--- src/rtl/skew_pkg.sv ---
// Shared types and the lane-delay helper for the skew/deskew buffer.
package skew_pkg;

  typedef enum logic {
    SKEW   = 1'b0,
    DESKEW = 1'b1
  } skew_mode_e;

  typedef enum logic {
    IDLE = 1'b0,
    RUN  = 1'b1
  } skew_state_e;

  // Delay in enabled cycles for lane i; skew grows with i, deskew shrinks with i.
  function automatic int unsigned lane_delay(input skew_mode_e mode, input int unsigned i,
                                             input int unsigned base, input int unsigned lanes);
    return (mode == SKEW) ? (base + i) : (base + (lanes - 1 - i));
  endfunction

endpackage

--- src/rtl/skew_lane.sv ---
// One lane: data+valid shift register with a mode-selected tap.
// SKEWBUF_ZERO_FILL_EN forces the data output to zero while the tap is invalid.
module skew_lane
  import skew_pkg::*;
#(
  parameter int unsigned BITS  = 8,
  parameter int unsigned LANES = 8,
  parameter int unsigned BASE  = 8,
  parameter int unsigned IDX   = 0
) (
  input  logic                   clk,
  input  logic                   rst,
  input  logic                   i_en,
  input  logic                   i_flush,
  input  logic                   i_valid,
  input  logic                   i_mode,
  input  logic signed [BITS-1:0] i_data,
  output logic signed [BITS-1:0] o_data,
  output logic                   o_valid
);

  localparam int unsigned D_SKEW   = lane_delay(SKEW, IDX, BASE, LANES);
  localparam int unsigned D_DESKEW = lane_delay(DESKEW, IDX, BASE, LANES);
  // Stages past the deeper of the two taps could never be observed.
  localparam int unsigned DEPTH    = (D_SKEW > D_DESKEW) ? D_SKEW : D_DESKEW;

  logic signed [BITS-1:0] r_data [DEPTH];
  logic [DEPTH-1:0]       r_vld;
  logic signed [BITS-1:0] w_tap_data;
  logic                   w_tap_vld;

  always_ff @(posedge clk) begin
    if (rst) begin
      for (int k = 0; k < int'(DEPTH); k++) r_data[k] <= '0;
      r_vld <= '0;
    end else begin
      if (i_en) begin
        r_data[0] <= i_data;
        for (int k = 1; k < int'(DEPTH); k++) r_data[k] <= r_data[k-1];
      end
      // Flush only needs to kill the valid bits; stale data is harmless.
      if (i_flush) begin
        r_vld <= '0;
      end else if (i_en) begin
        r_vld[0] <= i_valid;
        for (int k = 1; k < int'(DEPTH); k++) r_vld[k] <= r_vld[k-1];
      end
    end
  end

  assign w_tap_data = (i_mode == DESKEW) ? r_data[D_DESKEW-1] : r_data[D_SKEW-1];
  assign w_tap_vld  = (i_mode == DESKEW) ? r_vld[D_DESKEW-1]  : r_vld[D_SKEW-1];

`ifdef SKEWBUF_ZERO_FILL_EN
  assign o_data  = w_tap_vld ? w_tap_data : '0;
`else
  assign o_data  = w_tap_data;
`endif
  assign o_valid = w_tap_vld;

endmodule

--- src/rtl/skew_buf.sv ---
// Skew/deskew buffer top: burst FSM, drain counter, mode latch and LANES lanes.
// Optional macro SKEWBUF_ZERO_FILL_EN zero-fills dout on invalid lanes.
module skew_buf
  import skew_pkg::*;
#(
  parameter int unsigned BITS  = 8,
  parameter int unsigned LANES = 8,
  parameter int unsigned BASE  = 8
) (
  input  logic                   clk,
  input  logic                   rst,
  input  logic                   en,
  input  logic                   flush,
  input  logic                   mode,
  input  logic                   in_valid,
  input  logic signed [BITS-1:0] din [LANES-1:0],
  output logic signed [BITS-1:0] dout [LANES-1:0],
  output logic [LANES-1:0]       out_valid,
  output logic                   busy,
  output logic                   cur_mode
);

  localparam int unsigned MAXD = BASE + LANES - 1;
  localparam int unsigned CW   = $clog2(MAXD + 1);

  skew_state_e r_state, w_state_nxt;
  logic [CW-1:0] r_cnt, w_cnt_nxt, w_cnt_inc;
  logic          r_cur_mode, w_mode_nxt;

  assign w_cnt_inc = CW'(r_cnt + CW'(1));

  // Next-state: mode is latched only on the word that opens a burst.
  always_comb begin
    w_state_nxt = r_state;
    w_cnt_nxt   = r_cnt;
    w_mode_nxt  = r_cur_mode;
    if (flush) begin
      w_state_nxt = IDLE;
      w_cnt_nxt   = '0;
    end else if (en) begin
      case (r_state)
        IDLE: begin
          if (in_valid) begin
            w_state_nxt = RUN;
            w_cnt_nxt   = '0;
            w_mode_nxt  = mode;
          end
        end
        RUN: begin
          if (in_valid) begin
            w_cnt_nxt = '0;
          end else begin
            w_cnt_nxt = w_cnt_inc;
            if (w_cnt_inc == CW'(MAXD)) w_state_nxt = IDLE;
          end
        end
        default: w_state_nxt = IDLE;
      endcase
    end
  end

  always_ff @(posedge clk) begin
    if (rst) begin
      r_state    <= IDLE;
      r_cnt      <= '0;
      r_cur_mode <= 1'b0;
    end else begin
      r_state    <= w_state_nxt;
      r_cnt      <= w_cnt_nxt;
      r_cur_mode <= w_mode_nxt;
    end
  end

  assign busy     = (r_state == RUN);
  assign cur_mode = r_cur_mode;

  for (genvar g = 0; g < int'(LANES); g++) begin : g_lane
    skew_lane #(
      .BITS  (BITS),
      .LANES (LANES),
      .BASE  (BASE),
      .IDX   (g)
    ) u_lane (
      .clk     (clk),
      .rst     (rst),
      .i_en    (en),
      .i_flush (flush),
      .i_valid (in_valid),
      .i_mode  (r_cur_mode),
      .i_data  (din[g]),
      .o_data  (dout[g]),
      .o_valid (out_valid[g])
    );
  end

endmodule

--- config.mk ---
export PLATFORM = sky130hd
export DESIGN_NAME = skew_buf
export DESIGN_NICKNAME = d
export VERILOG_FILES = /design/src/rtl/skew_pkg.sv /design/src/rtl/skew_lane.sv /design/src/rtl/skew_buf.sv
export SDC_FILE = /design/constraint.sdc
export NUM_CORES = 1
export LEC_CHECK = 0
export ABC_AREA = 1
export CAP_MARGIN = 20
export CORE_ASPECT_RATIO = 1.5
export CORE_MARGIN = 4
export CORE_UTILIZATION = 40
export CTS_CLUSTER_SIZE = 30
export DETAILED_ROUTE_END_ITERATION = 16
export PLACE_DENSITY = 0.6
export SLEW_MARGIN = 20
export SYNTH_ARGS = -nofsm -noshare
export SYNTH_HDL_FRONTEND = slang
export SYNTH_SLANG_ARGS = --single-unit
--- constraint.sdc ---
create_clock -name clk -period 30.2 [get_ports clk]
set_clock_uncertainty 0.1 [all_clocks]
set_input_delay 6.04 -clock clk [delete_from_list [all_inputs] [get_ports clk]]
set_output_delay 6.04 -clock clk [all_outputs]
set_load 0.1 [all_outputs]
==> impl_results.md, run 1 <==
- Max Clk Rate: 98.8 MHz
- Min-Delay Path Class: reg2reg
- Count of input and output buffers: 143
- Reg2reg start: cur_mode
- Via density: 4.05
- R2R Setup Slk: 28340 ps
- CTS buffer count: 84
- CP arrival: 10270 ps
- Register area: 26400 um^2
- Worst R2R End: cur_mode
- Hold Crit Endpoint: g_lane[7].u_lane.r_vld[6]
- Routed wire per std cell: 11.2 um
- # clock sinks: 885
- Tot Pwr: 0.00264 W
- Synth-to-layout area growth: 13.1%
- Final setup margin: 20080 ps
- Initial Utilization: 40.5%
- Skew-Pair Late Insertion Delay: 640 ps
- R2R depth: 3
- VDD IR max: 0.0376 mV
- Post-placement setup slack: 19540 ps
- Most frequent cells in the layout: inv_1, edfxtp_1, nor2_1, clkdlybuf4s50_1, clkbuf_16
- Largest net degree at the start of global routing: 230
- Max-slew violation count: 0
- DR DRC count: 0
- Synth Instances: 2966
- Flops & latches, synth: 885
- CTS Hold Buffers Added: 0
- Post-route setup TNS: 0 ps
- Reg clk slew, reported paths: 60 ps
- CP Max Fanout: 113
- Critical Path End Type: flop
- Leakage: 15.9 nW
- Sequential fraction of the synthesis area: 75.0%
- Hold Path Depth: 2
- First-iteration detailed-routing DRC count: 1255
- Dpl hpwl: 25.0 mm
- Distinct cells, synth: 20
- Die Area: 92700 um^2
- Setup violators final: 0
- Post_cts resized: 0
- Multi-input gate area in the final layout: 4410 um^2
- Final ANT Viol Nets: 0
- Final Util: 45.8%
- Vias in the first global route: 16.5k
- Nets@finish: 3159
- Layout fillers: 7809
- DIE HEIGHT: 371 um
- Max-Cap Viols: 0
- Postcts setup bufs: 0
- H-tree levels: 3
- Syn Area/Cell: 11.8 um^2
- Worst EP required: 30350 ps
- Endpoints failing hold: 0
- Hold_sp: g_lane[7].u_lane.r_vld[5]
- RSZ-0062 raised after global routing: false
- Tcrit/Tclk final: 33.5%
- TritonCTS clock tree: yes
- Total GRT Usage: 10.4%
- I/O Pins: 144
- Critical path type: in2reg
- Routed wire length: 48.3 mm
- Yosys Warn Count: 0
- First-pass DRT Iterations: 5
- CORE AREA: 86700 um^2
- Most frequent standard cell in the layout excluding fill and tap cells: inv_1
- Normalized max-slew margin: 23.6%
- First-pass GRT wire length: 80.8 mm
- Grt ovf: 0
- RD Place Congestion: 0.707
- Die X-Extent: 250 um
- Syn nets: 3038
- PD cells: 66.4 nW/um^2
- Share of post-route cells with drive strength above 1: 6.40%
- # rows: 132
- Antenna Cells: 0
- Nature of the critical path startpoint: input port
- Worst-case clock buffer depth: 3
- Worst Tran Pin Value: 1150 ps
- Root buffer cell: clkbuf_16
- Status: finished clean
- Area of the mapped netlist: 35100 um^2
- Period minus WS final: 10120 ps
- Initial antenna violation count: 0
- Vias: 17.4k
## critical path, stage by stage
cell	delay, ps
clkdlybuf4s50_1	900
inv_1	450
nand2_4	670
buf_12	470
buf_16	430
buf_12	490
buf_16	450
## logic make-up (layout without fill, tap and decap cells)
logic type	count (synthesis)	count (layout)	synth area share, %
AO/OA/AOI/OAI	102	102	1.45
AND/OR/NAND/NOR	977	977	11.0
buffers and inverters	1000	1188	12.4
adder cells (fa/ha/maj)	2	2	0.0712
flip-flops	885	885	75.0
## registers in the layout, indices dropped and copies added, names as in the netlist
signal                cells
g_lane.u_lane.r_data    864
busy                      1
r_cnt                     4
g_lane.u_lane.r_vld      15
cur_mode                  1
## worst max path at each step
| stage | from | to | slack (ps) | cells past startpoint |
|---|---|---|---|---|
| floorplan | en | g_lane[0].u_lane.r_data[0][0] | 3710 | 4 |
| global placement | en | g_lane[1].u_lane.r_data[0][73] | 19620 | 5 |
| detailed placement | en | g_lane[1].u_lane.r_data[0][69] | 19540 | 5 |
| CTS | en | g_lane[2].u_lane.r_data[1][22] | 20250 | 5 |
| global route | en | g_lane[0].u_lane.r_data[0][22] | 19720 | 7 |
| finish | en | g_lane[0].u_lane.r_data[0][18] | 20080 | 7 |
## cells in the mapped netlist
cell type,number,area [um^2]
clkbuf_1,8,30.0
edfxtp_1,864,25900
clkinv_1,1,3.75
nand4_1,1,6.26
dfxtp_1,21,420
nor2_1,837,3140
buf_6,61,687
nand2_1,63,236
nand2_4,1,11.3
o21ai_1,6,30.0
buf_2,37,185
buf_4,10,75.1
ha_1,2,25.0
nor2_2,71,444
a21oi_1,54,270
inv_1,875,3280
nand3_1,4,20.0
inv_2,1,3.75
buf_8,7,105
o21ai_0,42,210
## stage by stage
step           hold WS [ps]  cells  cell area [um^2]
2_1_floorplan           336   2966             35100
3_3_place_gp            342   4137             37100
3_5_place_dp            347   4137             37100
4_1_cts                 360   4290             39700
5_1_grt                 391   4293             39700
6_report                358   4293             39700
## per-layer routing
layer  track usage, %  vias to the layer above  part of all wire, %
met4             4.41                        0                  3.2
met1             13.8                     7854                   46
li1                 -                     9223                    -
met2             16.6                      231                   46
met3             2.52                       95                  4.5
met5                0                        -                    0
## layout make-up
| cell class | count | area share, % |
|---|---|---|
| clock buffer | 106 | 5.55 |
| clock inverter | 47 | 0.948 |
| sequential | 885 | 66.4 |
| timing repair buffer | 158 | 4.17 |
| inverter | 877 | 8.28 |
| multi-input combinational | 1081 | 11.1 |
| tap | 1139 | 3.59 |
## where the power goes
part	internal [W]	total [W]	switching, W
clock network	0.000561	0.000998	0.000436
registers	0.00143	0.00145	0.0000199
logic	0.0000460	0.000189	0.000143
total	0.00204	0.00264	0.000599
No activity file was read; power rests on OpenSTA's default activity.
==> run 2: changes to the inputs <==
--- a/config.mk
+++ b/config.mk
@@ -12,7 +12,7 @@
 export CORE_UTILIZATION = 40
 export CTS_CLUSTER_SIZE = 30
 export DETAILED_ROUTE_END_ITERATION = 16
-export PLACE_DENSITY = 0.6
+export PLACE_DENSITY = 0.63
 export SLEW_MARGIN = 20
 export SYNTH_ARGS = -nofsm -noshare
 export SYNTH_HDL_FRONTEND = slang
==> constraint.sdc (replaced) <==
create_clock -name clk -period 8.6 [get_ports clk]
set_clock_uncertainty 0.1 [all_clocks]
set_input_delay 1.72 -clock clk [delete_from_list [all_inputs] [get_ports clk]]
set_output_delay 1.72 -clock clk [all_outputs]
set_load 0.1 [all_outputs]
==> impl_results.md, run 2 (synthesis results as in run 1) <==
- Max-slew violation count: 0
- Clock Power Share: 37.5%
- DIE HEIGHT: 371 um
- DR DRC count: 0
- First-pass GRT wire length: 79.2 mm
- RD Place Congestion: 0.725
- Critical path type: reg2out
- Skew-Pair Late Insertion Delay: 620 ps
- # clock sinks: 885
- Initial Utilization: 40.5%
- Worst-case clock buffer depth: 3
- Routed wire per std cell: 10.8 um
- I/O Pins: 144
- Worst path top cell family by delay: buffers and inverters
- H-tree levels: 3
- Net load switching power: 0.00209 W
- Most frequent standard cell in the layout excluding fill and tap cells: inv_1
- Share of post-route cells with drive strength above 1: 6.58%
- Final Util: 45.8%
- First-pass DRT Iterations: 5
- Sw frac: 22.6%
- PD cells: 232 nW/um^2
- Routed wire length: 46.4 mm
- Reg clk slew, reported paths: 60 ps
- Leakage: 15.9 nW
- CTS Hold Buffers Added: 0
- # rows: 132
- TritonCTS clock tree: yes
- Grt ovf: 0
- Crit-path slowest cell: clkdlybuf4s50_1
- Sequential share of power: 55.4%
- Endpoints failing hold: 0
- Post-route setup TNS: 0 ps
- Postcts setup bufs: 0
- Top flop regs: g_lane.u_lane.r_data x864, g_lane.u_lane.r_vld x15, r_cnt x4
- Total GRT Usage: 10.1%
- VDD IR max: 0.142 mV
- Largest register FFs: 864
- R2R Setup Slk: 7370 ps
- Worst EP required: 6780 ps
- Nets@finish: 3153
- Critical Path End Type: primary output
- Count of input and output buffers: 143
- Vias: 17.4k
- Die Area: 92700 um^2
- Tcrit/Tclk final: 65.4%
- Normalized max-slew margin: 25.3%
- Period minus WS final: 5620 ps
- Vias in the first global route: 16.8k
- CORE AREA: 86700 um^2
- Dpl hpwl: 23.7 mm
- Status: finished clean
- Max-Cap Viols: 0
- Most frequent cells in the layout: inv_1, edfxtp_1, nor2_1, clkdlybuf4s50_1, clkbuf_16
- Multi-input gate area in the final layout: 4420 um^2
- Combinational power share: 7.1%
- Synth-to-layout area growth: 12.9%
- Final ANT Viol Nets: 0
- CP arrival: 3800 ps
- Post_cts resized: 0
- Cells along the critical path: buf_4 -> nor2_1 -> a21oi_1 -> clkdlybuf4s50_1
- Layout fillers: 7799
- Top reg by flops: g_lane.u_lane.r_data
- CP Buf/Inv Count: 2
- Setup violators final: 0
- Antenna Cells: 0
- First-iteration detailed-routing DRC count: 1320
- CP Max Fanout: 92
- Min-Delay Path Class: reg2reg
- Internal power: 0.00713 W
- Initial antenna violation count: 0
- Largest net degree at the start of global routing: 203
- Nature of the critical path startpoint: flop
- Register area: 26400 um^2
- Die X-Extent: 250 um
- Root buffer cell: clkbuf_16
- Worst Tran Pin Value: 1120 ps
- CTS buffer count: 82
- RSZ-0062 raised after global routing: false
- Crit path largest cell delay: 1220 ps
- Max Clk Rate: 178 MHz
- Via density: 4.05
run 2: routing by layer:
layer / track usage [%] / vias to the layer above / wire length [um]
met4: 4.79 / 0 / 1490
met5: 0 / - / 0
met1: 13.3 / 7849 / 21800
met3: 1.84 / 70 / 1750
met2: 16.2 / 235 / 21400
li1: - / 9216 / -
run 2: final cells by class:
| class | instances | area share (%) |
|---|---|---|
| clock buffers | 97 | 5.47 |
| flip-flops and latches | 885 | 66.5 |
| clock inverters | 52 | 1.02 |
| inverters | 877 | 8.30 |
| repair buffers | 154 | 4.02 |
| multi-input cells | 1081 | 11.1 |
| well taps | 1139 | 3.59 |
run 2: path summary, 6_finish.rpt:
kind / from / endpoint / cells after the start
setup / recovery: cur_mode / dout[53] / 4
hold reg to reg: g_lane[7].u_lane.r_vld[5] / g_lane[7].u_lane.r_vld[6] / 2
setup reg to reg: r_cnt[0] / busy / 7
hold / removal: g_lane[7].u_lane.r_vld[5] / g_lane[7].u_lane.r_vld[6] / 2
run 2: per-stage QoR:
step                hold slack, ps  setup slack [ps]  cells  area (um^2)  power [W]
global placement               342              3580   4136        37100    0.00584
detailed placement             350              3510   4136        37100    0.00586
CTS                            359              2890   4285        39700    0.00936
global route                   393              2760   4285        39700    0.00962
finish                         357              2980   4285        39700    0.00921
floorplan                      336              2540   2966        35200    0.00573
run 2: worst reg2reg max path: stages (launching register included):
cell	delay, ps
dfxtp_1	350
ha_1	220
nand2_1	70
inv_1	40
nor2_1	120
nand3_1	90
nor2_1	100
nor2_1	40
run 2: power by group through the flow:
| stage | sequential (W) | clock (W) | combinational [W] |
|---|---|---|---|
| CTS | 0.00510 | 0.00359 | 0.000669 |
| floorplan | 0.00520 | 0 | 0.000530 |
| global route | 0.00512 | 0.00377 | 0.000729 |
| global placement | 0.00518 | 0 | 0.000659 |
| finish | 0.00510 | 0.00346 | 0.000655 |
| detailed placement | 0.00519 | 0 | 0.000667 |
==> run 3: changes to the inputs <==
--- a/config.mk
+++ b/config.mk
@@ -12,7 +12,7 @@
 export CORE_UTILIZATION = 40
 export CTS_CLUSTER_SIZE = 30
 export DETAILED_ROUTE_END_ITERATION = 16
-export PLACE_DENSITY = 0.63
+export PLACE_DENSITY = 0.6
 export SLEW_MARGIN = 20
 export SYNTH_ARGS = -nofsm -noshare
 export SYNTH_HDL_FRONTEND = slang
==> constraint.sdc (replaced) <==
create_clock -name clk -period 5.2 [get_ports clk]
set_clock_uncertainty 0.1 [all_clocks]
set_input_delay 1.04 -clock clk [delete_from_list [all_inputs] [get_ports clk]]
set_output_delay 1.04 -clock clk [all_outputs]
set_load 0.1 [all_outputs]
==> impl_results.md, run 3 (synthesis results as in run 1) <==
- Final Util: 46.1%
- Routed wire length: 48.6 mm
- VDD IR max: 0.223 mV
- First-pass DRT Iterations: 5
- Leakage: 16.1 nW
- Post_cts resized: 0
- Root buffer cell: clkbuf_16
- Initial antenna violation count: 0
- Vias: 17.5k
- Normalized max-slew margin: 33.3%
- Most frequent standard cell in the layout excluding fill and tap cells: inv_1
- Total GRT Usage: 10.6%
- Routed wire per std cell: 11.3 um
- Synth-to-layout area growth: 13.8%
- CORE AREA: 86700 um^2
- # rows: 132
- Tcrit/Tclk final: 84.9%
- Critical Path End Type: primary output
- Max-Cap Viols: 0
- Worst EP required: 4060 ps
- Hold_sp: g_lane[7].u_lane.r_vld[5]
- CP Max Fanout: 84
- Die X-Extent: 250 um
- Vias in the first global route: 16.9k
- Die Area: 92700 um^2
- Most frequent cells in the layout: inv_1, edfxtp_1, nor2_1, clkdlybuf4s50_1, clkbuf_16
- CP arrival: 3280 ps
- Critical path type: reg2out
- Placed cell areas: 37400 um^2
- H-tree levels: 3
- Max-slew violation count: 0
- Antenna Cells: 0
- Setup violators final: 0
- Critical Path Source: cur_mode
- Postcts setup bufs: 0
- Post-route setup TNS: 0 ps
- Count of input and output buffers: 143
- Largest register FFs: 864
- Status: finished clean
- Reg2reg start: cur_mode
- Dpl hpwl: 27.1 mm
- RSZ-0062 raised after global routing: false
- CTS buffer count: 82
- Largest net degree at the start of global routing: 109
- # clock sinks: 885
- Nets@finish: 3178
- Grt ovf: 0
- First-pass GRT wire length: 82.1 mm
- First-iteration detailed-routing DRC count: 1099
- Fin area: 40000 um^2
- Top reg by flops: g_lane.u_lane.r_data
- Via density: 4.06
- Skew-Pair Late Insertion Delay: 620 ps
- Period minus WS final: 4420 ps
- Final ANT Viol Nets: 0
- I/O Pins: 144
- DIE HEIGHT: 371 um
- Endpoints failing hold: 0
- Reg clk slew, reported paths: 60 ps
- DR DRC count: 0
- Initial Utilization: 40.5%
- Nature of the critical path startpoint: flop
- Worst-case clock buffer depth: 3
- TritonCTS clock tree: yes
- PD cells: 382 nW/um^2
- Share of post-route cells with drive strength above 1: 7.17%
- Max Clk Rate: 226 MHz
- Top flop regs: g_lane.u_lane.r_data x864, g_lane.u_lane.r_vld x15, r_cnt x4
- CTS Hold Buffers Added: 0
- Worst Tran Pin Value: 997 ps
- RD Place Congestion: 0.766
- Min-Delay Path Class: reg2reg
-- run 3: area by class of cell --
cell class	instances	area (um^2)
Fill cell	7834	46700
Multi-Input combinational cell	1081	4420
Sequential cell	885	26400
Timing Repair Buffer	179	1910
Tap cell	1139	1430
Inverter	877	3300
Clock buffer	116	2370
Clock inverter	30	189
-- run 3: power breakdown --
part | total (W) | switching, W | internal, W
Clock | 0.00571 | 0.00245 | 0.00327
Sequential | 0.00843 | 0.000118 | 0.00832
Combinational | 0.00111 | 0.000828 | 0.000283
Total | 0.0153 | 0.00339 | 0.0119
-- run 3: stage by stage --
step	worst slack [ps]	total power (W)	hold WS, ps	std cells
6_report	784	0.0153	360	4307
5_1_grt	537	0.0159	378	4307
4_1_cts	700	0.0155	360	4307
3_5_place_dp	1310	0.00972	350	4161
3_3_place_gp	1370	0.00970	349	4161
2_1_floorplan	0.164	0.00948	336	2966
-- run 3: path summary, 6_finish.rpt --
check / to / slack, ps / cells after the start
setup / recovery: dout[61] / 780 / 4
hold / removal: g_lane[7].u_lane.r_vld[6] / 360 / 2
setup reg to reg: cur_mode / 3600 / 3
hold reg to reg: g_lane[7].u_lane.r_vld[6] / 360 / 2
-- run 3: critical path: stages (launching register included) --
cell             delay (ps)
dfxtp_4                 880
buf_4                   390
nor2_1                   80
a21oi_1                 140
clkdlybuf4s50_1        1160
-- run 3: per-layer routing --
metal  GRT usage (%)  vias to the layer above  part of all wire (%)
met5               0                        -                     0
met1            13.6                     7953                    46
met3            2.24                       72                   3.9
li1                -                     9257                     -
met4            3.95                        0                   2.5
met2            17.8                      220                    48
